## config.mk

```make
export PLATFORM = sky130hd
export DESIGN_NAME = fround_pipe
export DESIGN_NICKNAME = d
export VERILOG_FILES = /design/src/rtl/fpu_pkg.sv /design/src/rtl/fround_calc.sv /design/src/rtl/fround_pipe.sv
export SDC_FILE = /design/constraint.sdc
export NUM_CORES = 1
export LEC_CHECK = 0
export ABC_CLOCK_PERIOD_IN_PS = 3800
export BUFFER_PORTS_ARGS = -buffer_cell sky130_fd_sc_hd__buf_2
export CELL_PAD_IN_SITES_DETAIL_PLACEMENT = 1
export CELL_PAD_IN_SITES_GLOBAL_PLACEMENT = 1
export CORE_UTILIZATION = 38
export CTS_CLUSTER_SIZE = 12
export DETAILED_ROUTE_END_ITERATION = 7
export PLACE_DENSITY = 0.7
export REMOVE_ABC_BUFFERS = 1
export SLEW_MARGIN = 20
export SYNTH_ARGS = -nofsm -noshare
export SYNTH_HDL_FRONTEND = slang
export SYNTH_SLANG_ARGS = --single-unit
```

## constraint.sdc

```tcl
create_clock -name clk -period 3.8 [get_ports clk]
set_input_delay 0.76 -clock clk [delete_from_list [all_inputs] [get_ports clk]]
set_output_delay 0.76 -clock clk [all_outputs]
set_load 0.02 [all_outputs]
```

## src/rtl/fpu_pkg.sv

```systemverilog
// Shared single-precision constants, rounding-mode encoding and small
// helpers used by the rounding datapath and its pipeline wrapper.
package fpu_pkg;

  localparam int EXP_BIAS = 127;
  localparam int MANT_W   = 23;
  localparam int EXP_W    = 8;
  localparam int QNAN_BIT = 22;

  typedef enum logic [1:0] {
    RM_FLOOR = 2'd0,
    RM_CEIL  = 2'd1,
    RM_TRUNC = 2'd2,
    RM_RNE   = 2'd3
  } round_mode_e;

  // Signed 1.0 in single precision.
  function automatic logic [31:0] fp_one(input logic sign);
    return {sign, EXP_W'(EXP_BIAS), {MANT_W{1'b0}}};
  endfunction

  // Signed zero in single precision.
  function automatic logic [31:0] fp_zero(input logic sign);
    return {sign, {(EXP_W + MANT_W){1'b0}}};
  endfunction

endpackage

```

## src/rtl/fround_calc.sv

```systemverilog
// Combinational round-to-integral of one IEEE-754 single operand.
// Values with |x| >= 2^23 are already integral; values with |x| < 1 collapse
// to a signed 0 or 1; everything else drops the fractional mantissa bits and
// optionally adds one unit in the last integral place.
module fround_calc
  import fpu_pkg::*;
(
  input  logic [31:0] x,
  input  round_mode_e mode,
  output logic [31:0] y,
  output logic        inexact
);

  localparam logic [EXP_W-1:0]  EXP_MAX  = {EXP_W{1'b1}};
  localparam logic [EXP_W-1:0]  EXP_ZERO = {EXP_W{1'b0}};
  localparam logic [EXP_W-1:0]  EXP_PASS = EXP_W'(EXP_BIAS + MANT_W);
  localparam logic [EXP_W-1:0]  EXP_ONE  = EXP_W'(EXP_BIAS);
  localparam logic [EXP_W-1:0]  EXP_HALF = EXP_W'(EXP_BIAS - 1);
  localparam logic [EXP_W-1:0]  EXP_INC  = 8'd1;
  localparam logic [MANT_W:0]   SIG_LSB  = 24'd1;
  localparam logic [MANT_W:0]   SIG_ZERO = 24'd0;
  localparam logic [MANT_W-1:0] MAN_ZERO = 23'd0;

  logic                sign_s;
  logic [EXP_W-1:0]    exp_s;
  logic [MANT_W-1:0]   man_s;
  logic [EXP_W-1:0]    shift_s;
  logic [MANT_W:0]     sig_s;
  logic [MANT_W:0]     ulp_s;
  logic [MANT_W:0]     mask_s;
  logic [MANT_W:0]     frac_s;
  logic [MANT_W:0]     half_s;
  logic                lsb_s;
  logic                up_s;
  logic [MANT_W+1:0]   sum_s;

  // Split the operand, pick the rounding increment and build the result
  always_comb begin
    sign_s  = x[31];
    exp_s   = x[30:MANT_W];
    man_s   = x[MANT_W-1:0];
    shift_s = EXP_PASS - exp_s;          // number of fractional mantissa bits
    sig_s   = {1'b1, man_s};
    ulp_s   = SIG_LSB << shift_s;        // weight of the integral LSB
    mask_s  = ulp_s - SIG_LSB;
    frac_s  = sig_s & mask_s;
    half_s  = ulp_s >> 1'b1;
    lsb_s   = |(sig_s & ulp_s);

    case (mode)
      RM_FLOOR: up_s = sign_s && (frac_s != SIG_ZERO);
      RM_CEIL:  up_s = !sign_s && (frac_s != SIG_ZERO);
      RM_TRUNC: up_s = 1'b0;
      RM_RNE:   up_s = (frac_s > half_s) || ((frac_s == half_s) && lsb_s);
      default:  up_s = 1'b0;
    endcase

    sum_s   = {1'b0, sig_s & ~mask_s} + {1'b0, (up_s ? ulp_s : SIG_ZERO)};
    y       = x;
    inexact = 1'b0;

    if (exp_s == EXP_MAX) begin
      // infinities pass; NaNs come back quiet
      if (man_s != MAN_ZERO) begin
        y[QNAN_BIT] = 1'b1;
      end else begin
        y = x;
      end
    end else if (exp_s >= EXP_PASS) begin
      y = x;
    end else if (exp_s == EXP_ZERO) begin
      // zeros and flushed denormals
      y       = fp_zero(sign_s);
      inexact = (man_s != MAN_ZERO);
    end else if (exp_s < EXP_ONE) begin
      // 0 < |x| < 1: result is a signed 0 or a signed 1
      inexact = 1'b1;
      case (mode)
        RM_FLOOR: y = sign_s ? fp_one(1'b1) : fp_zero(1'b0);
        RM_CEIL:  y = sign_s ? fp_zero(1'b1) : fp_one(1'b0);
        RM_TRUNC: y = fp_zero(sign_s);
        RM_RNE:   y = ((exp_s == EXP_HALF) && (man_s != MAN_ZERO)) ? fp_one(sign_s) : fp_zero(sign_s);
        default:  y = fp_zero(sign_s);
      endcase
    end else begin
      inexact = (frac_s != SIG_ZERO);
      // a carry out of the significand bumps the exponent
      if (sum_s[MANT_W+1]) begin
        y = {sign_s, exp_s + EXP_INC, sum_s[MANT_W:1]};
      end else begin
        y = {sign_s, exp_s, sum_s[MANT_W-1:0]};
      end
    end
  end

endmodule

```

## src/rtl/fround_pipe.sv

```systemverilog
// Valid/ready pipeline around fround_calc. Stage 0 captures the rounded
// result; later stages are plain delay registers. An empty stage always
// advances, so bubbles close up behind a stalled output.
module fround_pipe
  import fpu_pkg::*;
#(
  parameter int NSTAGE = 2,
  parameter int TAGW   = 4
) (
  input  logic            clk,
  input  logic            rst,
  input  logic            in_valid,
  output logic            in_ready,
  input  logic [31:0]     in_x,
  input  logic [1:0]      in_mode,
  input  logic [TAGW-1:0] in_tag,
  output logic            out_valid,
  input  logic            out_ready,
  output logic [31:0]     out_y,
  output logic            out_inexact,
  output logic [TAGW-1:0] out_tag
);

  logic [NSTAGE-1:0] valid_q, valid_d;
  logic [NSTAGE-1:0] inx_q, inx_d;
  logic [NSTAGE-1:0] adv_s;
  logic [31:0]       y_q   [NSTAGE];
  logic [31:0]       y_d   [NSTAGE];
  logic [TAGW-1:0]   tag_q [NSTAGE];
  logic [TAGW-1:0]   tag_d [NSTAGE];
  logic [31:0]       calc_y_s;
  logic              calc_inx_s;
  logic              accept_s;

  fround_calc u_calc (
    .x       (in_x),
    .mode    (round_mode_e'(in_mode)),
    .y       (calc_y_s),
    .inexact (calc_inx_s)
  );

  assign in_ready    = !valid_q[NSTAGE-1] || out_ready;
  assign accept_s    = in_valid && in_ready;
  assign out_valid   = valid_q[NSTAGE-1];
  assign out_y       = y_q[NSTAGE-1];
  assign out_inexact = inx_q[NSTAGE-1];
  assign out_tag     = tag_q[NSTAGE-1];

  // A stage may load when it is empty or everything downstream moves
  always_comb begin : adv_chain
    logic go_v;
    go_v = out_ready;
    for (int i = NSTAGE - 1; i >= 0; i--) begin
      go_v     = go_v || !valid_q[i];
      adv_s[i] = go_v;
    end
  end

  // Next-state for every stage: load from upstream when advancing, else hold
  always_comb begin
    valid_d = valid_q;
    inx_d   = inx_q;
    y_d     = y_q;
    tag_d   = tag_q;
    if (adv_s[0]) begin
      valid_d[0] = accept_s;
      if (accept_s) begin
        y_d[0]   = calc_y_s;
        inx_d[0] = calc_inx_s;
        tag_d[0] = in_tag;
      end else begin
        y_d[0] = y_q[0];
      end
    end else begin
      valid_d[0] = valid_q[0];
    end
    for (int i = 1; i < NSTAGE; i++) begin
      if (adv_s[i]) begin
        valid_d[i] = valid_q[i-1];
        if (valid_q[i-1]) begin
          y_d[i]   = y_q[i-1];
          inx_d[i] = inx_q[i-1];
          tag_d[i] = tag_q[i-1];
        end else begin
          y_d[i] = y_q[i];
        end
      end else begin
        valid_d[i] = valid_q[i];
      end
    end
  end

  // Stage registers; reset empties the pipe and zeroes the payload
  always_ff @(posedge clk or posedge rst) begin
    if (rst) begin
      valid_q <= {NSTAGE{1'b0}};
      inx_q   <= {NSTAGE{1'b0}};
      for (int i = 0; i < NSTAGE; i++) begin
        y_q[i]   <= 32'd0;
        tag_q[i] <= {TAGW{1'b0}};
      end
    end else begin
      valid_q <= valid_d;
      inx_q   <= inx_d;
      for (int i = 0; i < NSTAGE; i++) begin
        y_q[i]   <= y_d[i];
        tag_q[i] <= tag_d[i];
      end
    end
  end

endmodule

```

==> results.cfg <==
[finish]
area_added_between_synthesis_and_finish_pct = 54.68
layout-drive-gt1-share_pct = 51.16
final_core_util_pct = 60.47
finish.net_count = 1337

[die]
boundaryPins = 81
die_height_um = 144.2
floorplan.die.width_um = 144.2
die_area_mm2 = 0.02079
fp-row-count = 51
core_area_mm2 = 0.01965
floorplan.initialDensity_pct = 39.09

[sta]
layout_setup_ws_ps = -3703
setup_tns_ps = -109860
finalSetupViolCount = 32
setup_repair_after_global_routing_missed_its_margin = yes
slew-limit-headroom_pct = 9.908
final.setup_skew_ps = 6.667
final.min_clock_period_ps = 7503
fmax_mhz = 133.3
timing_max_transition_violations_final = 0
final.period_utilization_pct = 197.5
finalHoldViolCount = 0
tightest_pin_transition_ps = 1337

[run_status]
result_of_the_run = finished with violations
violated_checks = negative setup slack

[pwr]
sequential_share_of_power_pct = 31.6
power.static_leakage_uw = 0.005346
power.switching_fraction_pct = 38.51
p_int_uw = 2259
power.share.combinational_pct = 40.9
netSwitchingPower_uw = 1415
power.density_mw_per_mm2 = 309.1
vdd_ir_drop_max_v = 0.0002124
clockPowerShare_pct = 27.5

[setup_path]
worst-endpoint-required_ps = 4010
cp-endpoint = y_q[47]$_DFFE_PP0P_
worst-setup-path-type = primary input to register
worst-r2r-cell-count = 8
maximum_net_fanout_on_the_critical_path = 7
worst_path_slowest_cell = sky130_fd_sc_hd__nor2_1
r2r-start = valid_q[1]$_DFFE_PP0N_
cp.arrival_ps = 7710
crit_start = in_x[23]
end_kind = register
setup.reg_to_reg.worst_slack_ps = 1480
worst_path_most_repeated_cell = sky130_fd_sc_hd__buf_12
worstSetupStartpointType = primary input
regToRegEndpoint = y_q[57]$_DFFE_PP0P_
crit_path_max_incr_delay_ps = 630

[drt]
firstDrtPassIters = 5
num_vias = 9989
number_of_routed_nets_with_antenna_violations = 0
wl_per_cell_um = 30.30
initialDrtViolationCount = 1011
routed_wirelength_mm = 45.79
via_per_inst = 6.611
drc_violations_left = 0

[job]
timing.max_cap.violations = 0

[clock_network]
max-clock-path-buffers = 2
hold_buffers = 0
total_clock_buffers_created_by_cts = 9
clk_transition_reported_paths_ps = 70
cts.sinks = 76
clk-insertion-delay-late_ps = 340
cts_tree = built
cts-root-buf = sky130_fd_sc_hd__clkbuf_16
htree_levels = 3

[synth]
post_synthesis_sequential_area_ratio_pct = 24.75
yosysTopAreaCellShare_pct = 24.75
synth_largest_area_cell = sky130_fd_sc_hd__dfrtp_1
synthCells = 926
post_synth_instance_area_mm2 = 0.007684
postSynthRegisterBits = 76
synth_cell_type_count = 93
synth_top_cells_by_area = sky130_fd_sc_hd__dfrtp_1 (25%), sky130_fd_sc_hd__ha_1 (8.6%), sky130_fd_sc_hd__mux2_2 (5.9%), sky130_fd_sc_hd__a21oi_1 (4.8%), sky130_fd_sc_hd__nand2_1 (4.4%)
postSynthAreaPerCell_um2 = 8.298
ys_async_rst_share_pct = 100.0
synth.yosys.warnings = 0
synth_edf_count = 0
netlist_top_cells_count = sky130_fd_sc_hd__nand2_1 (91), sky130_fd_sc_hd__nor2_1 (80), sky130_fd_sc_hd__dfrtp_1 (76), sky130_fd_sc_hd__a21oi_1 (74), sky130_fd_sc_hd__ha_1 (53)
synthMostInstantiatedCell = sky130_fd_sc_hd__nand2_1
synth-main-ff-cell = sky130_fd_sc_hd__dfrtp_1

[worst_hold_path]
class_of_the_worst_hold_path = register to register

[placed_design]
place.gp.congestion = 0.9944
io_buffer_count = 80
hpwlAfterDp_mm = 26.28
preCtsSetupSlack_ps = -4063

[global_routing]
gr-total-overflow = 0
grt_pass1_vias = 9605
wire_length_of_the_first_global_routing_pass_mm = 57.55
largest_net_degree_at_the_start_of_global_routing = 53
grt_use_total_pct = 37.39
number_of_antenna_violations_at_the_first_check_in_global_routing = 3
cell families (layout without fill, tap and decap cells):
kind of cell | Yosys count | in the layout | share of synthesized area, %
compound gates | 263 | 263 | 23.60
xor+xnor | 22 | 22 | 2.752
flops | 76 | 76 | 24.75
buf+inv | 122 | 441 | 8.973
fa+ha+maj | 55 | 55 | 9.038
simple gates | 321 | 321 | 21.01
other cells | 0 | 1 | 0
mux | 67 | 67 | 9.884
metrics by stage:
step / hold WS [ps] / cell area (um2) / total power [uW] / cells
3_5_place_dp: 475.4 / 9905 / 2403 / 1448
2_1_floorplan: 436.5 / 7114 / 1803 / 836
6_report: 505.3 / 11890 / 3674 / 1511
3_3_place_gp: 454.3 / 9905 / 2353 / 1448
4_1_cts: 491.8 / 11070 / 3464 / 1493
5_1_grt: 521.7 / 11880 / 3785 / 1510
registers in the layout, indices dropped and copies added, names as in the netlist:
| register | flops |
|---|---|
| y_q | 32 |
| tag_q | 4 |
| out_y | 32 |
| inx_q | 2 |
| out_tag | 4 |
| valid_q | 2 |
cells in the final DEF, fill, tap and decap left out, types with 8 or more instances in the layout:
cell type,synthesis,final
sky130_fd_sc_hd__o21ai_0,41,24
sky130_fd_sc_hd__a21oi_2,1,12
sky130_fd_sc_hd__nor3_1,19,10
sky130_fd_sc_hd__a21o_1,15,15
sky130_fd_sc_hd__nor2_1,80,72
sky130_fd_sc_hd__o21ai_1,3,9
sky130_fd_sc_hd__buf_2,12,78
sky130_fd_sc_hd__mux2i_1,23,15
sky130_fd_sc_hd__o21ai_2,0,9
sky130_fd_sc_hd__dfrtp_1,76,76
sky130_fd_sc_hd__and2_1,14,12
sky130_fd_sc_hd__nor2_2,9,11
sky130_fd_sc_hd__clkbuf_16,0,10
sky130_fd_sc_hd__inv_1,30,26
sky130_fd_sc_hd__nor3_2,11,10
sky130_fd_sc_hd__o22ai_1,21,17
sky130_fd_sc_hd__nand2_1,91,83
sky130_fd_sc_hd__ha_4,0,13
sky130_fd_sc_hd__a21oi_1,74,58
sky130_fd_sc_hd__xnor2_1,12,10
sky130_fd_sc_hd__mux2_2,40,40
sky130_fd_sc_hd__and3_1,14,12
sky130_fd_sc_hd__nand3_1,24,18
sky130_fd_sc_hd__nor3_4,0,10
sky130_fd_sc_hd__buf_4,43,280
sky130_fd_sc_hd__nand4_1,13,13
sky130_fd_sc_hd__o211ai_1,8,8
sky130_fd_sc_hd__ha_1,53,38
sky130_fd_sc_hd__buf_6,7,23
final cells by class:
cell class,count,area [um2]
antenna,1,2.502
clock buffer,9,225.2
clock inverter,6,112.6
fill,2262,7769
inverter,32,123.9
multi-input combinational,728,6181
sequential,76,1902
tap,265,331.6
timing repair buffer,394,3007
critical path: cells and delay by family:
| family | cells | cell delay [ps] |
|---|---|---|
| compound gates | 12 | 2570 |
| simple gates | 8 | 1780 |
| buf+inv | 8 | 1120 |
| fa+ha+maj | 4 | 960 |
| mux | 2 | 490 |
power groups by stage:
| stage | sequential (uW) | clock [uW] | combinational (uW) |
|---|---|---|---|
| 2_1_floorplan | 1300 | 0 | 502 |
| 3_3_place_gp | 1130 | 0 | 1230 |
| 3_5_place_dp | 1140 | 0 | 1260 |
| 4_1_cts | 1130 | 997 | 1330 |
| 5_1_grt | 1180 | 1040 | 1560 |
| 6_report | 1160 | 1010 | 1500 |
worst min path at each step:
stage               cells past startpoint  slack (ps)                    from                endpoint
floorplan                               2         440  valid_q[0]$_DFFE_PP0P_  valid_q[1]$_DFFE_PP0N_
global placement                        2         450    tag_q[6]$_DFFE_PP0P_    tag_q[6]$_DFFE_PP0P_
detailed placement                      2         480    tag_q[4]$_DFFE_PP0P_    tag_q[4]$_DFFE_PP0P_
CTS                                     2         490    tag_q[4]$_DFFE_PP0P_    tag_q[4]$_DFFE_PP0P_
global route                            2         520    tag_q[6]$_DFFE_PP0P_    tag_q[6]$_DFFE_PP0P_
finish                                  1         510    out_y[2]$_DFFE_PP0P_    out_y[2]$_DFFE_PP0P_
metal layers:
metal  share of wire, %  vias to the layer above  wire length (um)  track usage (%)
met1                 37                     4895             16750            46.41
met3                 11                      321              5100            6.556
met4                8.6                        2              3950            22.22
li1                   -                     3989                 -                -
met2                 44                      782             19980            60.62
met5              0.020                        -                 9                0
what timing repair did:
action | in CTS | in global routing
endpoints found under the hold margin | 0 | 0
gates cloned | 4 | 0
setup buffers | 26 | 24
setup endpoints to repair | 32 | 32
pin swaps | 62 | 77
gates resized for setup | 125 | 128
Note: power is estimated with default switching activity, not from simulation.
